**config.mk**
```make
export PLATFORM = sky130hd
export DESIGN_NAME = spi_slave_regfile_flat
export DESIGN_NICKNAME = d
export VERILOG_FILES = /design/src/rtl/spi_slave_regfile_if.sv /design/src/rtl/spi_slave_regfile.sv /design/src/flat_wrapper.sv
export SDC_FILE = /design/constraint.sdc
export NUM_CORES = 1
export LEC_CHECK = 0
export BUFFER_PORTS_ARGS = -buffer_cell sky130_fd_sc_hd__buf_2
export CAP_MARGIN = 10
export CELL_PAD_IN_SITES_DETAIL_PLACEMENT = 0
export CELL_PAD_IN_SITES_GLOBAL_PLACEMENT = 2
export CORE_MARGIN = 8
export CORE_UTILIZATION = 37
export CTS_CLUSTER_DIAMETER = 40
export DETAILED_ROUTE_END_ITERATION = 12
export GPL_ROUTABILITY_DRIVEN = 1
export GPL_TIMING_DRIVEN = 0
export PLACE_DENSITY = 0.77
export SLEW_MARGIN = 20
export SYNTH_ARGS = -nofsm -noshare
export SYNTH_HDL_FRONTEND = slang
export SYNTH_SLANG_ARGS = --single-unit
```
**constraint.sdc**
```tcl
create_clock -name clk -period 2.3 [get_ports clk]
set_input_delay 0.575 -clock clk [delete_from_list [all_inputs] [get_ports clk]]
set_output_delay 0.575 -clock clk [all_outputs]
set_load 0.01 [all_outputs]
```
**src/rtl/spi_slave_regfile_if.sv**
```systemverilog
// SPI pins, commit/status strobes and the local register port of the SPI register file.
// Latency: n/a (signal bundle only).
// Backpressure: none; every signal is a level or a one-cycle strobe.
`timescale 1ns/1ps
interface spi_slave_regfile_if #(
    parameter int ADDR_WIDTH = 3,
    parameter int DATA_WIDTH = 8
);
    logic                  sclk;
    logic                  cs;
    logic                  mosi;
    logic                  miso;
    logic                  wr_valid;
    logic [ADDR_WIDTH-1:0] wr_addr;
    logic [DATA_WIDTH-1:0] wr_data;
    logic                  rd_done;
    logic                  frame_err;
    logic                  lcl_wr_en;
    logic [ADDR_WIDTH-1:0] lcl_addr;
    logic [DATA_WIDTH-1:0] lcl_wdata;
    logic [DATA_WIDTH-1:0] lcl_rdata;

    // The register file side of the bundle.
    modport slave (
        input  sclk, cs, mosi, lcl_wr_en, lcl_addr, lcl_wdata,
        output miso, wr_valid, wr_addr, wr_data, rd_done, frame_err, lcl_rdata
    );

    // The SPI master plus local logic side of the bundle.
    modport master (
        output sclk, cs, mosi, lcl_wr_en, lcl_addr, lcl_wdata,
        input  miso, wr_valid, wr_addr, wr_data, rd_done, frame_err, lcl_rdata
    );
endinterface

```
**src/rtl/spi_slave_regfile.sv**
```systemverilog
// SPI mode-0 responder decoding {rw, addr, data} frames into a register file with a local port.
// Latency: SPI edges act 3 clk after the pin event; write commit 1 clk after the last frame bit.
// Backpressure: none; the SPI master paces everything, local writes land the same cycle.
`timescale 1ns/1ps
module spi_slave_regfile #(
    parameter int ADDR_WIDTH  = 3,
    parameter int DATA_WIDTH  = 8,
    parameter int FRAME_WIDTH = 1 + ADDR_WIDTH + DATA_WIDTH,
    parameter int RD_TIMEOUT  = 255
) (
    input  logic                  clk,
    input  logic                  rst_n,
    spi_slave_regfile_if.slave    bus
);
    localparam int DEPTH = 1 << ADDR_WIDTH;
    localparam int BCW   = $clog2(FRAME_WIDTH + 1);
    localparam int XCW   = $clog2(DATA_WIDTH + 1);
    localparam int TCW   = $clog2(RD_TIMEOUT + 1);

    localparam logic [BCW-1:0] FW_C    = BCW'(FRAME_WIDTH);
    localparam logic [BCW-1:0] FW_LAST = BCW'(FRAME_WIDTH - 1);
    localparam logic [XCW-1:0] DW_LAST = XCW'(DATA_WIDTH - 1);
    localparam logic [TCW-1:0] TO_LAST = TCW'(RD_TIMEOUT - 1);

    typedef enum logic [1:0] {IDLE, RX_CMD, WAIT_RD, TX_DATA} state_t;

    // Synchronizers: [0],[1] are the 2-flop synchronizer, [2] is the edge-detect history.
    logic [2:0] sclk_q;
    logic [2:0] cs_q;
    logic [1:0] mosi_q;
    logic [1:0] prime_q;
    logic       armed_q;

    logic sclk_rise, sclk_fall, cs_rise, cs_fall;

    state_t                 state_q;
    logic [BCW-1:0]         bit_cnt_q;
    logic [FRAME_WIDTH-1:0] rx_sr_q;
    logic                   dec_q;
    logic [ADDR_WIDTH-1:0]  pend_addr_q;
    logic [DATA_WIDTH-1:0]  tx_sr_q;
    logic [XCW-1:0]         tx_cnt_q;
    logic [TCW-1:0]         to_cnt_q;
    logic                   wr_valid_q;
    logic [ADDR_WIDTH-1:0]  wr_addr_q;
    logic [DATA_WIDTH-1:0]  wr_data_q;
    logic                   rd_done_q;
    logic                   frame_err_q;
    logic [DATA_WIDTH-1:0]  regs_q [DEPTH];

    logic                  rx_rw;
    logic [ADDR_WIDTH-1:0] rx_addr;
    logic [DATA_WIDTH-1:0] rx_data;
    logic [ADDR_WIDTH-1:0] rd_addr;
    logic                  spi_we;

    assign rx_rw   = rx_sr_q[FRAME_WIDTH-1];
    assign rx_addr = rx_sr_q[DATA_WIDTH +: ADDR_WIDTH];
    assign rx_data = rx_sr_q[DATA_WIDTH-1:0];
    // A read can be closed by cs in the very cycle its frame is decoded, before pend_addr_q updates.
    assign rd_addr = dec_q ? rx_addr : pend_addr_q;
    assign spi_we  = dec_q & rx_rw;

    assign sclk_rise = sclk_q[1] & ~sclk_q[2];
    assign sclk_fall = ~sclk_q[1] & sclk_q[2];
    assign cs_rise   = cs_q[1] & ~cs_q[2];
    // cs_fall only counts once cs has really been seen high, so a frame cut by reset is ignored.
    assign cs_fall   = armed_q & ~cs_q[1] & cs_q[2];

    assign bus.miso      = tx_sr_q[DATA_WIDTH-1];
    assign bus.wr_valid  = wr_valid_q;
    assign bus.wr_addr   = wr_addr_q;
    assign bus.wr_data   = wr_data_q;
    assign bus.rd_done   = rd_done_q;
    assign bus.frame_err = frame_err_q;
    assign bus.lcl_rdata = regs_q[bus.lcl_addr];

    // Oversample the SPI pins and arm cs_fall once the synchronizer holds a genuine cs-high sample.
    always_ff @(posedge clk or negedge rst_n) begin
        if (!rst_n) begin
            sclk_q  <= 3'b000;
            cs_q    <= 3'b111;
            mosi_q  <= 2'b00;
            prime_q <= 2'b00;
            armed_q <= 1'b0;
        end else begin
            sclk_q  <= {sclk_q[1:0], bus.sclk};
            cs_q    <= {cs_q[1:0], bus.cs};
            mosi_q  <= {mosi_q[0], bus.mosi};
            prime_q <= {prime_q[0], 1'b1};
            if (prime_q[1] && cs_q[1]) begin
                armed_q <= 1'b1;
            end
        end
    end

    // Register file: SPI commit beats a local write to the same address in the same cycle.
    always_ff @(posedge clk or negedge rst_n) begin
        if (!rst_n) begin
            for (int i = 0; i < DEPTH; i++) begin
                regs_q[i] <= '0;
            end
        end else begin
            for (int i = 0; i < DEPTH; i++) begin
                if (spi_we && rx_addr == ADDR_WIDTH'(i)) begin
                    regs_q[i] <= rx_data;
                end else if (bus.lcl_wr_en && bus.lcl_addr == ADDR_WIDTH'(i)) begin
                    regs_q[i] <= bus.lcl_wdata;
                end
            end
        end
    end

    // Frame FSM: receive, decode, hold a pending read, then shift read data out on miso.
    always_ff @(posedge clk or negedge rst_n) begin
        if (!rst_n) begin
            state_q     <= IDLE;
            bit_cnt_q   <= '0;
            rx_sr_q     <= '0;
            dec_q       <= 1'b0;
            pend_addr_q <= '0;
            tx_sr_q     <= '0;
            tx_cnt_q    <= '0;
            to_cnt_q    <= '0;
            wr_valid_q  <= 1'b0;
            wr_addr_q   <= '0;
            wr_data_q   <= '0;
            rd_done_q   <= 1'b0;
            frame_err_q <= 1'b0;
        end else begin
            wr_valid_q  <= 1'b0;
            rd_done_q   <= 1'b0;
            frame_err_q <= 1'b0;
            dec_q       <= 1'b0;

            if (dec_q) begin
                if (rx_rw) begin
                    wr_valid_q <= 1'b1;
                    wr_addr_q  <= rx_addr;
                    wr_data_q  <= rx_data;
                end else begin
                    pend_addr_q <= rx_addr;
                end
            end

            case (state_q)
                IDLE: begin
                    tx_sr_q <= '0;
                    if (cs_fall) begin
                        state_q   <= RX_CMD;
                        bit_cnt_q <= '0;
                        rx_sr_q   <= '0;
                    end
                end
                RX_CMD: begin
                    if (cs_rise) begin
                        if (bit_cnt_q == FW_C) begin
                            if (rx_rw) begin
                                state_q <= IDLE;
                            end else begin
                                state_q  <= WAIT_RD;
                                tx_sr_q  <= regs_q[rd_addr];
                                to_cnt_q <= '0;
                            end
                        end else begin
                            frame_err_q <= (bit_cnt_q != '0);
                            state_q     <= IDLE;
                        end
                    end else if (sclk_rise && bit_cnt_q != FW_C) begin
                        rx_sr_q   <= {rx_sr_q[FRAME_WIDTH-2:0], mosi_q[1]};
                        bit_cnt_q <= bit_cnt_q + 1'b1;
                        dec_q     <= (bit_cnt_q == FW_LAST);
                    end
                end
                WAIT_RD: begin
                    to_cnt_q <= to_cnt_q + 1'b1;
                    if (cs_fall) begin
                        state_q  <= TX_DATA;
                        tx_cnt_q <= '0;
                    end else if (to_cnt_q == TO_LAST) begin
                        state_q <= IDLE;
                        tx_sr_q <= '0;
                    end
                end
                TX_DATA: begin
                    if (cs_rise) begin
                        frame_err_q <= 1'b1;
                        state_q     <= IDLE;
                        tx_sr_q     <= '0;
                    end else if (sclk_rise) begin
                        tx_cnt_q <= tx_cnt_q + 1'b1;
                        if (tx_cnt_q == DW_LAST) begin
                            rd_done_q <= 1'b1;
                            state_q   <= IDLE;
                            tx_sr_q   <= '0;
                        end
                    end else if (sclk_fall) begin
                        tx_sr_q <= {tx_sr_q[DATA_WIDTH-2:0], 1'b0};
                    end
                end
                default: begin
                    state_q <= IDLE;
                end
            endcase
        end
    end
endmodule

```
**src/flat_wrapper.sv**
```systemverilog
// flat-port wrapper written by rule: the top's interface ports become plain ports
module spi_slave_regfile_flat 
#(
    parameter int ADDR_WIDTH  = 3,
    parameter int DATA_WIDTH  = 8,
    parameter int FRAME_WIDTH = 1 + ADDR_WIDTH + DATA_WIDTH,
    parameter int RD_TIMEOUT  = 255
)
  (clk, rst_n, bus_sclk, bus_cs, bus_mosi, bus_lcl_wr_en, bus_lcl_addr, bus_lcl_wdata, bus_miso, bus_wr_valid, bus_wr_addr, bus_wr_data, bus_rd_done, bus_frame_err, bus_lcl_rdata);
  spi_slave_regfile_if #(.ADDR_WIDTH(ADDR_WIDTH), .DATA_WIDTH(DATA_WIDTH)) bus_i ();
  input  logic clk;
  input  logic rst_n;
  input wire logic [$bits(bus_i.sclk)-1:0] bus_sclk;
  input wire logic [$bits(bus_i.cs)-1:0] bus_cs;
  input wire logic [$bits(bus_i.mosi)-1:0] bus_mosi;
  input wire logic [$bits(bus_i.lcl_wr_en)-1:0] bus_lcl_wr_en;
  input wire logic [$bits(bus_i.lcl_addr)-1:0] bus_lcl_addr;
  input wire logic [$bits(bus_i.lcl_wdata)-1:0] bus_lcl_wdata;
  output wire logic [$bits(bus_i.miso)-1:0] bus_miso;
  output wire logic [$bits(bus_i.wr_valid)-1:0] bus_wr_valid;
  output wire logic [$bits(bus_i.wr_addr)-1:0] bus_wr_addr;
  output wire logic [$bits(bus_i.wr_data)-1:0] bus_wr_data;
  output wire logic [$bits(bus_i.rd_done)-1:0] bus_rd_done;
  output wire logic [$bits(bus_i.frame_err)-1:0] bus_frame_err;
  output wire logic [$bits(bus_i.lcl_rdata)-1:0] bus_lcl_rdata;
  assign bus_i.sclk = bus_sclk;
  assign bus_i.cs = bus_cs;
  assign bus_i.mosi = bus_mosi;
  assign bus_i.lcl_wr_en = bus_lcl_wr_en;
  assign bus_i.lcl_addr = bus_lcl_addr;
  assign bus_i.lcl_wdata = bus_lcl_wdata;
  assign bus_miso = bus_i.miso;
  assign bus_wr_valid = bus_i.wr_valid;
  assign bus_wr_addr = bus_i.wr_addr;
  assign bus_wr_data = bus_i.wr_data;
  assign bus_rd_done = bus_i.rd_done;
  assign bus_frame_err = bus_i.frame_err;
  assign bus_lcl_rdata = bus_i.lcl_rdata;
  spi_slave_regfile #(.ADDR_WIDTH(ADDR_WIDTH), .DATA_WIDTH(DATA_WIDTH), .FRAME_WIDTH(FRAME_WIDTH), .RD_TIMEOUT(RD_TIMEOUT)) u_core (.clk(clk), .rst_n(rst_n), .bus(bus_i));
endmodule
```
==> results of run 1 <==
[critical path, stage by stage]
cell and delay (ns):
buf_12 0.11, buf_12 0.13, mux4_2 0.52, mux2_4 0.29
buf_6 0.12
[worst max-delay path by stage]
stage / startpoint / slack (ns) / cells after the start / end
4_1_cts: bus_lcl_addr[0] / -0.05 / 5 / bus_lcl_rdata[2]
3_5_place_dp: bus_lcl_addr[1] / -0.40 / 5 / bus_lcl_rdata[4]
6_report: bus_lcl_addr[0] / -0.03 / 5 / bus_lcl_rdata[2]
3_3_place_gp: rst_n / -1.17 / 1 / u_core.rx_sr_q[3]
5_1_grt: bus_lcl_addr[0] / -0.07 / 5 / bus_lcl_rdata[3]
2_1_floorplan: bus_lcl_addr[0] / -0.001 / 4 / bus_lcl_rdata[0]
[metrics by stage]
| stage | hold WS [ns] | TNS [ns] | area (um2) | worst slack, ns |
|---|---|---|---|---|
| finish | 0.0181 | -0.0679 | 8450 | -0.0333 |
| global route | 0.0286 | -0.272 | 8450 | -0.0657 |
| CTS | 0.0135 | -0.184 | 8350 | -0.0513 |
| detailed placement | 0.339 | -5.12 | 7530 | -0.396 |
| global placement | 0.333 | -153.63 | 7500 | -1.17 |
| floorplan | 0.279 | -0.00891 | 7060 | -0.00148 |
[repair_timing]
item,CTS,global route
hold buffers,0,0
gates resized for setup,31,15
endpoints found under the setup margin,28,37
endpoints found under the hold margin,0,0
setup buffers,9,7
pin swaps,1,1
cloned,1,0
[cell usage after synthesis, drive strengths merged, types with 2 or more instances]
library cell	instances
a211oi	2
a21oi	18
a222oi	7
a22o	7
buf	19
clkbuf	36
dfrtp	128
dfstp	3
ha	6
inv	11
mux2	27
mux2i	102
mux4	16
nand2	95
nand2b	7
nand3	10
nand3b	2
nand4	5
nand4b	3
nor2	35
nor2b	2
nor3	12
nor3b	3
o21ai	77
or3	3
or4	2
xnor2	6
xor2	5
[state kept, by name, indices dropped and copies added (netlist names), 3 cells and up]
register	flops
u_core.regs_q	64
u_core.rx_sr_q	12
u_core.bus.wr_data	8
u_core.to_cnt_q	8
u_core.tx_sr_q	8
u_core.bit_cnt_q	4
u_core.tx_cnt_q	4
u_core.bus.wr_addr	3
u_core.cs_q	3
u_core.pend_addr_q	3
u_core.sclk_q	3
[metal layers]
metal / part of all wire [%] / vias to the layer above / wire, um
met4: 1.0 / 0 / 197
met1: 46 / 2728 / 8820
met5: 0 / - / 0
met3: 4.7 / 13 / 904
li1: - / 2523 / -
met2: 49 / 129 / 9440
[area by class of cell]
cell class,count,area share (%)
multi-input combinational,472,42.1
clock buffer,18,5.08
buffer,55,3.54
inverter,11,0.489
tap,234,3.47
sequential,131,38.9
clock inverter,14,1.82
timing repair buffer,47,4.65
[power by group through the flow]
stage | Sequential (mW) | Combinational [mW] | Clock (mW)
6_report | 2.93 | 1.34 | 2.70
3_3_place_gp | 2.96 | 1.14 | 0
5_1_grt | 2.98 | 1.48 | 2.85
4_1_cts | 2.93 | 1.33 | 2.76
3_5_place_dp | 2.97 | 1.18 | 0
2_1_floorplan | 2.88 | 0.833 | 0
[cells by family (layout without fill, tap and decap cells)]
logic type,after synthesis,count (layout)
flops,131,131
simple gates,185,185
buf+inv,66,145
other cells,1,1
fa+ha+maj,6,6
mux,145,145
xor+xnor,11,11
compound gates,124,124
==> impl_metrics.toml, run 1 <==
[synth]
ys_top_cells_by_area = "dfrtp_1 45%, mux2i_1 14%, o21ai_0 5.1%, mux4_2 5.1%, nand2_1 5.1%"
netlist_area_mm2 = 0.00705
syn_nets = 692
synth-xor-area-share_pct = 1.37
synth-simple-area-share_pct = 12.2
synth_top_family_by_area = "multiplexers"
yosysSeqAreaShare_pct = 46.5
synthFlopType = "dfrtp_1"
syn-instance-count = 669
synth_seq_cells = 131
synthMuxAreaShare_pct = 23.9
async_flop_share_pct = 100
yosysTopAreaCell = "dfrtp_1"
synth_edf_count = 0
synth_cell_type_count = 56
avgSynthCellArea_um2 = 10.5
synth_warnings = 0
synthAdderAreaFrac_pct = 1.06
synth-compound-area-share_pct = 10.8
synth_top_area_share_pct = 45.4

[timing]
fin_crit_ns = 2.33
slew_viol_final = 0
hold_viol_final = 0
skew_ns = 0.0150
max_freq_mhz = 429
setup_viol = 4
worst_slew_pin_slew_ns = 0.944
setup_slack_ns = -0.0333
rsz0062_at_grt = "yes"
maxSlewHeadroom_pct = 36.7
layout_worst_path_cycle_share_pct = 101

[critical_path]
r2r_cells = 5
crit_path_end_kind = "primary output"
ff2ff_setup_slack_ns = 0.07
r2r-end = "u_core.tx_sr_q[7]"
crit_required_ns = 1.73
cp_max_fo = 6
crit_type = "input pin to primary output"
arrival_ns = 1.76
r2r-start = "u_core.dec_q"
cp-start-kind = "input pin"

[floorplan]
fp-row-count = 50
start_util_pct = 37.7
die_h_um = 154
dieArea_mm2 = 0.0237
core_mm2 = 0.0187
die_x_um = 154
io_pins = 40

[power_and_ir_drop]
p_comb_share_pct = 19.3
intPower_mw = 4.96
power_frac_seq_pct = 42.0
switching_share_pct = 28.8
ir_worst_vdd_uv = 497
power.switching_mw = 2.01
p_leak_nw = 3.89
clkPwrFrac_pct = 38.7
powerDensity_mw_per_mm2 = 826
total_power_mw = 6.97

[final_layout]
layout_common_cells = "128 x dfrtp_1, 101 x mux2i_1, 94 x nand2_1"
final-seq-area_mm2 = 0.00328
nFillCells = 1762
drive_above_1_share_pct = 22.3
fin_nets = 758
syn2layout_area_growth_pct = 19.8
multi_input_area_mm2 = 0.00356
layout_commonest_cell = "dfrtp_1"
fin_cells = 982
fin_util_pct = 45.2
diodes = 0

[global_route]
use_met3_pct = 4.04
grt_pass1_wl_um = 30700
grt-ovfl-total = 0
grt_antenna_before_repair = 0
grt_use_met2_pct = 27.5
met1_usage_pct = 21.3
grt_pass1_vias = 5502
grt_max_degree = 100
track_usage_pct = 16.6
top_usage_layer = "met2"

[flow_run]
cap_violations = 0

[place]
dp_hpwl_um = 13900
dpl.cell_count = 933
io_buffers = 29
place_congestion = 0.817

[route]
wl_um = 19400
drtIter0Drc = 286
dr_total_vias = 5393
drc = 0
ant_nets = 0
avgRoutedWirePerCell_um = 19.7
dr.pass1.iters = 5
vias_per_cell = 5.49

[clock_tree]
insertion_delay_ns = 0.43
cts_sinks = 131
numCtsBuffers = 17
cts.clk_slew.worst_paths_ns = 0.06
cts_tree = "built"
cts_root_buf = "clkbuf_16"
cts.path.max_buffers = 2
cts.htree.levels = 4

[worst_hold_path]
hp-class = "input pin to asynchronous set/reset pin"

[outcome]
status = "finished, violations left"
violations = "negative setup slack"
Power figures use the tool's default switching activity.
==> run 2: changes to the inputs <==
--- a/config.mk
+++ b/config.mk
@@ -16,6 +16,7 @@
 export GPL_ROUTABILITY_DRIVEN = 1
 export GPL_TIMING_DRIVEN = 0
 export PLACE_DENSITY = 0.77
+export SKIP_LAST_GASP = 1
 export SLEW_MARGIN = 20
 export SYNTH_ARGS = -nofsm -noshare
 export SYNTH_HDL_FRONTEND = slang
==> impl_metrics.toml, run 2 (synthesis results as in run 1) <==
[global_route]
grt_pass1_wl_um = 30700
track_usage_pct = 16.6
grt-ovfl-total = 0
grt_max_degree = 100
top_usage_layer = "met2"
grt_pass1_vias = 5499
met1_usage_pct = 21.4
grt_use_met2_pct = 27.5
use_met3_pct = 4.04
grt_antenna_before_repair = 0

[timing]
fin_crit_ns = 2.33
worst_slew_pin_slew_ns = 0.965
setup_slack_ns = -0.0340
layout_worst_path_cycle_share_pct = 101
max_freq_mhz = 428
rsz0062_at_grt = "yes"
skew_ns = 0.0147
maxSlewHeadroom_pct = 35.3
hold_viol_final = 0
tns_ns = -0.0754
setup_viol = 4
slew_viol_final = 0

[clock_tree]
cts.htree.levels = 4
cts_sinks = 131
insertion_delay_ns = 0.43
cts.path.max_buffers = 2
cts_tree = "built"
cts.clk_slew.worst_paths_ns = 0.06
numCtsBuffers = 17
cts_root_buf = "clkbuf_16"

[critical_path]
cp-start-kind = "input pin"
crit_required_ns = 1.73
arrival_ns = 1.76
startpoint = "bus_lcl_addr[0]"
r2r-end = "u_core.regs_q[30]"
crit_type = "input pin to primary output"
r2r-start = "u_core.rx_sr_q[11]"
r2r_cells = 5
crit_end = "bus_lcl_rdata[2]"
cp_max_fo = 6
crit_path_end_kind = "primary output"
ff2ff_setup_slack_ns = 0.06

[place]
dp_hpwl_um = 13900
pre_cts_slack_ns = -0.396
place_congestion = 0.817
io_buffers = 29

[final_layout]
diodes = 0
nFillCells = 1760
fin_nets = 758
regMostFlops = "u_core.regs_q"
syn2layout_area_growth_pct = 19.8
largest_register_ff_count = 64
reg_top3 = "u_core.regs_q x64, u_core.rx_sr_q x12"
layout_common_cells = "128 x dfrtp_1, 101 x mux2i_1, 95 x nand2_1"
layout_commonest_cell = "dfrtp_1"
drive_above_1_share_pct = 22.1

[power_and_ir_drop]
intPower_mw = 4.96
p_comb_share_pct = 19.3
power.switching_mw = 2.01
switching_share_pct = 28.9
powerDensity_mw_per_mm2 = 826
power_frac_seq_pct = 42.0
clkPwrFrac_pct = 38.7
p_leak_nw = 3.88
ir_worst_vdd_uv = 497
total_power_mw = 6.98

[outcome]
status = "finished, violations left"
violations = "negative setup slack"

[floorplan]
die_x_um = 154
core_mm2 = 0.0187
die_h_um = 154
start_util_pct = 37.7
dieArea_mm2 = 0.0237
fp-row-count = 50
io_pins = 40

[route]
avgRoutedWirePerCell_um = 19.8
wl_um = 19400
dr_total_vias = 5408
dr.pass1.iters = 6
vias_per_cell = 5.51
ant_nets = 0
drc = 0
drtIter0Drc = 274

[flow_run]
cap_violations = 0

[worst_hold_path]
hp-class = "input pin to asynchronous set/reset pin"
-- run 2: cell counts in the layout (fill, tap and decap cells not counted) --
Identical to the previous run, type by type.
-- run 2: stage by stage --
step	utilization, %	cell area, um2	hold slack [ns]	cells
CTS	44.6	8340	0.0135	975
floorplan	-	7060	0.279	669
global placement	40.1	7500	0.333	932
global route	45.1	8440	0.0286	982
detailed placement	40.3	7530	0.339	933
finish	45.1	8440	0.0202	982
-- run 2: area by class of cell --
cell class / count / area [um2] / area share (%)
repair buffers: 47 / 393 / 4.65
flip-flops and latches: 131 / 3280 / 38.9
plain buffers: 55 / 298 / 3.53
inverters: 11 / 41.3 / 0.489
clock inverters: 14 / 154 / 1.82
clock buffers: 18 / 429 / 5.08
well taps: 234 / 293 / 3.47
multi-input cells: 472 / 3550 / 42.1
-- run 2: critical path, stage by stage --
cell	delay, ns
buf_12	0.11
buf_12	0.13
mux4_2	0.52
mux2_4	0.29
buf_6	0.12
-- run 2: per-layer routing --
metal / up-vias / wire length, um / part of all wire [%]
met2: 135 / 9410 / 48
li1: 2523 / - / -
met3: 19 / 943 / 4.9
met1: 2731 / 8800 / 45
met5: - / 0 / 0
met4: 0 / 263 / 1.4
-- run 2: how the worst min path moves through the flow --
stage | slack, ns | from | endpoint | depth (start not counted)
CTS | 0.01 | rst_n | u_core.tx_sr_q[5] | 1
global route | 0.03 | rst_n | u_core.tx_sr_q[5] | 1
floorplan | 0.28 | rst_n | u_core.armed_q | 0
finish | 0.02 | rst_n | u_core.regs_q[45] | 1
detailed placement | 0.34 | u_core.mosi_q[0] | u_core.mosi_q[1] | 0
global placement | 0.33 | u_core.prime_q[0] | u_core.prime_q[1] | 0
-- run 2: what timing repair did --
| action | 4_1_cts | 5_1_grt |
|---|---|---|
| gates resized for setup | 29 | 14 |
| setup endpoints to repair | 28 | 37 |
| cloned | 1 | 0 |
| pin swaps | 1 | 1 |
| buffers inserted | 9 | 7 |
| hold buffers | 0 | 0 |
-- run 2: power by group through the flow --
stage / logic, mW / clock network, mW / registers (mW)
6_report: 1.35 / 2.70 / 2.93
5_1_grt: 1.48 / 2.85 / 2.98
4_1_cts: 1.32 / 2.76 / 2.93
3_5_place_dp: 1.18 / 0 / 2.97
3_3_place_gp: 1.14 / 0 / 2.96
2_1_floorplan: 0.833 / 0 / 2.88
==> run 3: changes to the inputs <==
--- a/config.mk
+++ b/config.mk
@@ -15,6 +15,7 @@
 export DETAILED_ROUTE_END_ITERATION = 12
 export GPL_ROUTABILITY_DRIVEN = 1
 export GPL_TIMING_DRIVEN = 0
+export MAX_ROUTING_LAYER = met4
 export PLACE_DENSITY = 0.77
 export SKIP_LAST_GASP = 1
 export SLEW_MARGIN = 20
==> impl_metrics.toml, run 3 (synthesis results as in run 1) <==
[outcome]
status = "finished, violations left"
violations = "negative setup slack"

[timing]
slew_viol_final = 0
skew_ns = 0.0116
tns_ns = -0.0730
layout_worst_path_cycle_share_pct = 101
maxSlewHeadroom_pct = 35.3
setup_viol = 4
setup_slack_ns = -0.0344
worst_slew_pin_slew_ns = 0.965
max_freq_mhz = 428
hold_viol_final = 0
fin_crit_ns = 2.33
rsz0062_at_grt = "yes"

[critical_path]
r2r-start = "u_core.dec_q"
crit_end = "bus_lcl_rdata[2]"
cp-start-kind = "input pin"
r2r-end = "u_core.tx_sr_q[7]"
r2r_cells = 5
ff2ff_setup_slack_ns = 0.07
cp_max_fo = 6
startpoint = "bus_lcl_addr[0]"
crit_type = "input pin to primary output"
arrival_ns = 1.76
crit_required_ns = 1.73
crit_path_end_kind = "primary output"

[global_route]
track_usage_pct = 17.1
grt_max_degree = 100
grt_pass1_vias = 5502
grt-ovfl-total = 0
grt_antenna_before_repair = 0
grt_pass1_wl_um = 30800

[clock_tree]
numCtsBuffers = 17
cts.clk_slew.worst_paths_ns = 0.05
cts.path.max_buffers = 2
insertion_delay_ns = 0.42
cts.htree.levels = 4
cts_root_buf = "clkbuf_16"
cts_sinks = 131
cts_tree = "built"

[route]
ant_nets = 0
vias_per_cell = 5.47
avgRoutedWirePerCell_um = 19.7
wl_um = 19300
dr.pass1.iters = 5
drc = 0
drtIter0Drc = 287
dr_total_vias = 5364

[final_layout]
syn2layout_area_growth_pct = 19.5
fin_nets = 756
drive_above_1_share_pct = 21.8
largest_register_ff_count = 64
layout_commonest_cell = "dfrtp_1"
regMostFlops = "u_core.regs_q"
layout_common_cells = "128 x dfrtp_1, 101 x mux2i_1, 95 x nand2_1"
diodes = 0
reg_top3 = "u_core.regs_q x64, u_core.rx_sr_q x12"

[place]
pre_cts_slack_ns = -0.396
io_buffers = 29
dp_hpwl_um = 13900
place_congestion = 0.826

[floorplan]
fp-row-count = 50
die_h_um = 154
die_x_um = 154
core_mm2 = 0.0187
dieArea_mm2 = 0.0237
start_util_pct = 37.7
io_pins = 40

[power_and_ir_drop]
powerDensity_mw_per_mm2 = 826
ir_worst_vdd_uv = 496
p_leak_nw = 3.87

[worst_hold_path]
hp-class = "input pin to asynchronous set/reset pin"

[flow_run]
cap_violations = 0
[run 3: cell count changes in the layout (fill, tap and decap cells not counted), sizes merged]
cell	previous run	this run
buf	64	62
[run 3: how the worst min path moves through the flow]
stage / slack (ns) / cells past startpoint / end
floorplan: 0.28 / 0 / u_core.armed_q
global placement: 0.33 / 0 / u_core.prime_q[1]
detailed placement: 0.34 / 0 / u_core.mosi_q[1]
CTS: 0.01 / 1 / u_core.tx_sr_q[5]
global route: 0.03 / 1 / u_core.tx_sr_q[5]
finish: 0.02 / 1 / u_core.tx_sr_q[5]
[run 3: what timing repair did]
item / 4_1_cts / 5_1_grt
endpoints found under the setup margin: 28 / 37
buffers inserted: 9 / 5
pin swaps: 1 / 1
resized for setup: 29 / 14
hold buffers: 0 / 0
gates cloned: 1 / 0
[run 3: area by class of cell]
cell class / instances / area [um2]
plain buffers: 55 / 298
multi-input cells: 472 / 3550
clock inverters: 14 / 154
inverters: 11 / 41.3
flip-flops and latches: 131 / 3280
well taps: 234 / 293
clock buffers: 18 / 429
fillers: 1760 / 10300
repair buffers: 45 / 378
[run 3: worst max-delay path, cell delays in order]
cell    delay [ns]
buf_12        0.11
buf_12        0.13
mux4_2        0.52
mux2_4        0.29
buf_6         0.12
[run 3: metal layers]
metal,vias to the layer above,GRT usage (%),share of wire [%],wire length [um]
met5,-,-,0,0
met4,0,4.34,1.0,202
met2,135,27.4,49,9400
li1,2523,-,-,-
met3,18,4.01,4.5,860
met1,2688,21.5,46,8860
[run 3: report_power, final]
group	total [mW]	internal [mW]	switching [mW]
combinational	1.33	0.688	0.646
sequential	2.93	2.66	0.272
clock	2.69	1.61	1.08
[run 3: through the flow]
stage | hold slack (ns) | power (mW) | cells | utilization (%) | cell area (um2)
floorplan | 0.279 | 3.72 | 669 | - | 7060
global placement | 0.333 | 4.10 | 932 | 40.1 | 7500
detailed placement | 0.339 | 4.15 | 933 | 40.3 | 7530
CTS | 0.0135 | 7.01 | 975 | 44.6 | 8340
global route | 0.0290 | 7.29 | 980 | 45.1 | 8430
finish | 0.0237 | 6.96 | 980 | 45.1 | 8430
